===== src/rtl/key_debounce_rep.sv =====
// Push-button conditioner: 2-FF synchroniser, stable-time debounce FSM and hold-to-repeat timer.
// All outputs are registered; strobes are one cycle wide.
module key_debounce_rep #(
    parameter int ACTIVE_LOW = 1,
    parameter int DEB_CYCLES = 100000,
    parameter int REP_DELAY  = 50000000,
    parameter int REP_PERIOD = 10000000
) (
    input  logic clk100_i,
    input  logic rst_i,
    input  logic key_i,
    input  logic rep_en_i,
    output logic level_o,
    output logic press_o,
    output logic release_o,
    output logic rep_o
);

    localparam int DW   = $clog2(DEB_CYCLES);
    localparam int RMAX = (REP_DELAY > REP_PERIOD) ? REP_DELAY : REP_PERIOD;
    localparam int RW   = $clog2(RMAX);
    localparam logic [DW-1:0] DEB_LAST = DW'(DEB_CYCLES - 1);
    localparam logic [RW-1:0] DLY_LAST = RW'(REP_DELAY - 1);
    localparam logic [RW-1:0] PER_LAST = RW'(REP_PERIOD - 1);

    typedef enum logic [1:0] {IDLE, PRESS_CHK, HELD, REL_CHK} state_t;

    state_t          state_q, state_d;
    logic [DW-1:0]   deb_q, deb_d;
    logic [RW-1:0]   rep_cnt_q, rep_cnt_d;
    logic            periodic_q, periodic_d;
    logic            sync1_q, sync2_q;
    logic            level_q, level_d;
    logic            press_q, press_d;
    logic            rel_q, rel_d;
    logic            rep_q, rep_d;
    logic            raw_p;
    logic            p;

    // Normalise before synchronising so reset can load the "released" level for either polarity.
    assign raw_p = (ACTIVE_LOW != 0) ? ~key_i : key_i;
    assign p     = sync2_q;

    always_ff @(posedge clk100_i or posedge rst_i) begin
        if (rst_i) begin
            sync1_q <= 1'b0;
            sync2_q <= 1'b0;
        end else begin
            sync1_q <= raw_p;
            sync2_q <= sync1_q;
        end
    end

    always_ff @(posedge clk100_i or posedge rst_i) begin
        if (rst_i) begin
            state_q    <= IDLE;
            deb_q      <= '0;
            rep_cnt_q  <= '0;
            periodic_q <= 1'b0;
            level_q    <= 1'b0;
            press_q    <= 1'b0;
            rel_q      <= 1'b0;
            rep_q      <= 1'b0;
        end else begin
            state_q    <= state_d;
            deb_q      <= deb_d;
            rep_cnt_q  <= rep_cnt_d;
            periodic_q <= periodic_d;
            level_q    <= level_d;
            press_q    <= press_d;
            rel_q      <= rel_d;
            rep_q      <= rep_d;
        end
    end

    always_comb begin
        state_d    = state_q;
        deb_d      = deb_q;
        rep_cnt_d  = rep_cnt_q;
        periodic_d = periodic_q;
        press_d    = 1'b0;
        rel_d      = 1'b0;
        rep_d      = 1'b0;
        case (state_q)
            IDLE: begin
                rep_cnt_d  = '0;
                periodic_d = 1'b0;
                if (p) begin
                    state_d = PRESS_CHK;
                    deb_d   = '0;
                end
            end
            PRESS_CHK: begin
                if (!p) begin
                    state_d = IDLE;
                end else if (deb_q == DEB_LAST) begin
                    state_d    = HELD;
                    press_d    = 1'b1;
                    rep_cnt_d  = '0;
                    periodic_d = 1'b0;
                end else begin
                    deb_d = deb_q + 1'b1;
                end
            end
            HELD: begin
                if (!p) begin
                    state_d = REL_CHK;
                    deb_d   = '0;
                end
                if (!rep_en_i) begin
                    rep_cnt_d  = '0;
                    periodic_d = 1'b0;
                end else if (rep_cnt_q == (periodic_q ? PER_LAST : DLY_LAST)) begin
                    rep_d      = 1'b1;
                    rep_cnt_d  = '0;
                    periodic_d = 1'b1;
                end else begin
                    rep_cnt_d = rep_cnt_q + 1'b1;
                end
            end
            REL_CHK: begin
                // Repeat timer is left untouched here so a bounce resumes the schedule.
                if (p) begin
                    state_d = HELD;
                end else if (deb_q == DEB_LAST) begin
                    state_d = IDLE;
                    rel_d   = 1'b1;
                end else begin
                    deb_d = deb_q + 1'b1;
                end
            end
            default: state_d = IDLE;
        endcase
        level_d = (state_d == HELD) || (state_d == REL_CHK);
    end

    assign level_o   = level_q;
    assign press_o   = press_q;
    assign release_o = rel_q;
    assign rep_o     = rep_q;

endmodule


===== config.mk =====
export PLATFORM = sky130hd
export DESIGN_NAME = key_debounce_rep
export DESIGN_NICKNAME = d
export VERILOG_FILES = /design/src/rtl/key_debounce_rep.sv
export SDC_FILE = /design/constraint.sdc
export NUM_CORES = 1
export LEC_CHECK = 0
export CAP_MARGIN = 15
export CORE_UTILIZATION = 50
export DETAILED_ROUTE_END_ITERATION = 16
export HOLD_SLACK_MARGIN = 0.12
export PLACE_DENSITY = 0.77
export SYNTH_ARGS = -nofsm -noshare
export SYNTH_HDL_FRONTEND = slang
export SYNTH_SLANG_ARGS = --single-unit
export TNS_END_PERCENT = 50

===== constraint.sdc =====
create_clock -name clk100_i -period 2.3 [get_ports clk100_i]
set_input_delay 0.46 -clock clk100_i [delete_from_list [all_inputs] [get_ports clk100_i]]
set_output_delay 0.46 -clock clk100_i [all_outputs]
set_load 0.1 [all_outputs]

==> results.cfg <==
[sta]
finClkSkew_ns = 0.0103
max_freq_ghz = 0.447
hold_viol = 0
drv_slew = 0
worstMarginPinSlew_ns = 0.959
setup_violations = 0
rsz0062_at_grt = yes
setup_ws_ns = 0.0642
fin_crit_sh_pct = 97.2
fin_crit_ns = 2.24
hold-worst-slack_ns = 0.355
slew_headroom_pct = 35.8

[cells_and_area]
fillers = 430
finish.utilization_pct = 60.0
regArea_um2 = 1280
design_area_um2 = 3120
multi_input_area_um2 = 1370
area.growth.synth_to_final_pct = 13.5
nets = 316
diodes = 0
drive_gt1_share_pct = 15.1

[global_routing]
grt.overflow.total = 0
grt_pass1_wl_um = 10400
globalRouteTotalUtil_pct = 22.1
grt_pass1_vias = 2156
grt_max_degree = 28
antenna_found_initial = 0

[yosys]
ys_ff_latch = 51
ys_seq_area_share_pct = 46.4
synth_area_leaders = dfrtp_1 (46%), or4_1 (5.5%), a21oi_1 (4.9%)
yosysTopAreaCell = dfrtp_1
synth.distinct_cells = 52
async_reset_ff_share_pct = 100
yosysTopAreaCellShare_pct = 46.4
yosysWarningCount = 0
synth_nets = 296
syn_inst = 290
synth_ff_type = dfrtp_1
synth_area_um2 = 2750
synth.avg_cell_area_um2 = 9.48
synth_edf_count = 0

[run_status]
outcome = complete, no violations

[setup_path]
start_kind = register
end_kind = register
crit_chain = or2_0 -> or4_1 -> a2111o_1 -> a21oi_4 -> buf_4 -> a21oi_1
worst_ep_required_time_ns = 2.48
cpPeakStageDelay_ns = 0.53
critPathKind = reg -> reg
r2r.worst_path.cells = 6
arrival_ns = 2.42
path_max_fanout = 8
cp_slowest_cell = or4_1

[route]
wire_per_inst_um = 15.8
firstDrtPassIters = 4
drc_errors = 0
vias_per_cell = 6.25
first_iter_violations = 117
ant_nets = 0
vias = 2381
wl_um = 6010

[floorplan]
ioPinCount = 8
die_h_um = 76.2
die_area_um2 = 5800
fp.dieW_um = 76.2
core_area_um2 = 5200
initial_core_util_pct = 52.8
fp-row-count = 26

[placed_design]
placed_area_um2 = 2980
portBuffers = 7
dp_hpwl_um = 4170
gp_congestion = 0.911
place_ws_ns = 0.00966

[cts]
worstSkewPairLatency_ns = 0.31
htreeDepth = 2
cts_tree = built
cts_inserted_buffers = 5
cts_root_buffer = clkbuf_8
cts.sinks = 51
clk_pin_slew_ns = 0.09
cts_max_path_buffers = 2

[run]
max_cap_viol_count = 0

[power_and_ir_drop]
cellPowerDensity_nw_per_um2 = 488
ir_drop_uv = 406
power.leakage_nw = 1.20
p_total_w = 0.00152

[worst_hold_path]
holdPathStages = 0
min_path_type = reg -> reg
-- layout make-up --
class	instances	area share (%)
Timing Repair Buffer	28	7.90
Clock inverter	2	0.401
Tap cell	70	2.81
Multi-Input combinational cell	208	43.8
Clock buffer	6	2.32
Sequential cell	51	40.9
Inverter	16	1.92
-- cells in the mapped netlist, types with 2 or more instances --
master / instances
buf_2: 2
nor4_1: 5
ha_1: 2
a31oi_1: 3
a2111oi_0: 2
xnor2_1: 8
and4_1: 4
inv_1: 16
nand2_1: 22
buf_6: 3
nor3_1: 5
o22ai_1: 4
nor4b_1: 2
nand2b_1: 4
and3_1: 4
dfrtp_1: 51
o21ai_0: 11
or4_1: 20
clkbuf_1: 9
nand4_1: 6
a21oi_1: 27
xor2_1: 2
o31ai_1: 16
or2_2: 2
or3_1: 11
nand3_1: 12
nor2_1: 12
-- routing by layer --
metal	global-route usage (%)	up-vias	share of wire [%]
met5	0	-	0
met4	6.73	0	1.1
met3	3.95	8	3.9
met2	36.5	55	48
met1	29.8	1177	47
li1	-	1141	-
-- registers in the layout, indices dropped and copies added, names as in the netlist --
signal      flops
rep_o           1
release_o       1
press_o         1
p               1
level_o         1
rep_cnt_q      26
sync1_q         1
periodic_q      1
state_q         1
deb_q          17
-- cell families (layout without fill, tap and decap cells) --
family,after synthesis,after routing,share of synthesized area (%)
AOI/OAI and AO/OA,77,77,18.4
xor gates and xnor gates,10,10,3.18
adders and majority gates,2,2,0.910
buffers and inverters,31,52,5.14
DFF,51,51,46.4
muxes,1,1,0.409
and+or+nand+nor,118,118,25.5
-- where the power goes --
part / total [W] / internal [W] / switching [W]
Combinational: 0.0000888 / 0.0000330 / 0.0000557
Clock: 0.000516 / 0.000213 / 0.000303
Sequential: 0.000918 / 0.000905 / 0.0000122
-- worst paths after layout --
check | start | to | slack [ns]
setup / recovery | periodic_q | rep_cnt_q[10] | 0.06
hold / removal | sync1_q | p | 0.36
setup reg to reg | periodic_q | rep_cnt_q[10] | 0.06
hold reg to reg | sync1_q | p | 0.36
max in group asynchronous | rst_i | deb_q[11] | 1.30
min in group asynchronous | rst_i | rep_cnt_q[16] | 0.48
-- critical path, delay by kind of cell, from the launching register on --
family                 cells  cell delay (ns)
and+or+nand+nor            2             0.75
DFF                        1             0.39
buffers and inverters      1             0.19
AOI/OAI and AO/OA          3             0.78
-- what timing repair did --
action | 4_1_cts | 5_1_grt
cloned | 0 | 0
pin swaps | 1 | 2
endpoints found under the setup margin | 1 | 10
hold buffers | 0 | 0
gates resized for setup | 0 | 6
buffers inserted | 0 | 2
-- per-stage QoR --
stage,instances,setup TNS (ns)
2_1_floorplan,290,0
3_3_place_gp,371,0
3_5_place_dp,371,0
4_1_cts,379,0
5_1_grt,381,-0.276
6_report,381,0
-- cell usage in the layout (no fill, tap or decap), types with 3 or more instances in the layout --
cell type        count
nor4_1               4
or3_1               11
o21ai_0             11
xnor2_1              8
nor3_1               5
o22ai_1              3
clkdlybuf4s50_1      3
inv_1               15
a21oi_1             27
and3_1               4
nor2_1              12
nand4_1              6
nand2_1             22
o31ai_1             16
nand3_1             12
and4_1               4
nand2b_1             4
dfrtp_1             51
clkbuf_8             5
or4_1               20
buf_4               22
(Power assumes the default switching activity.)
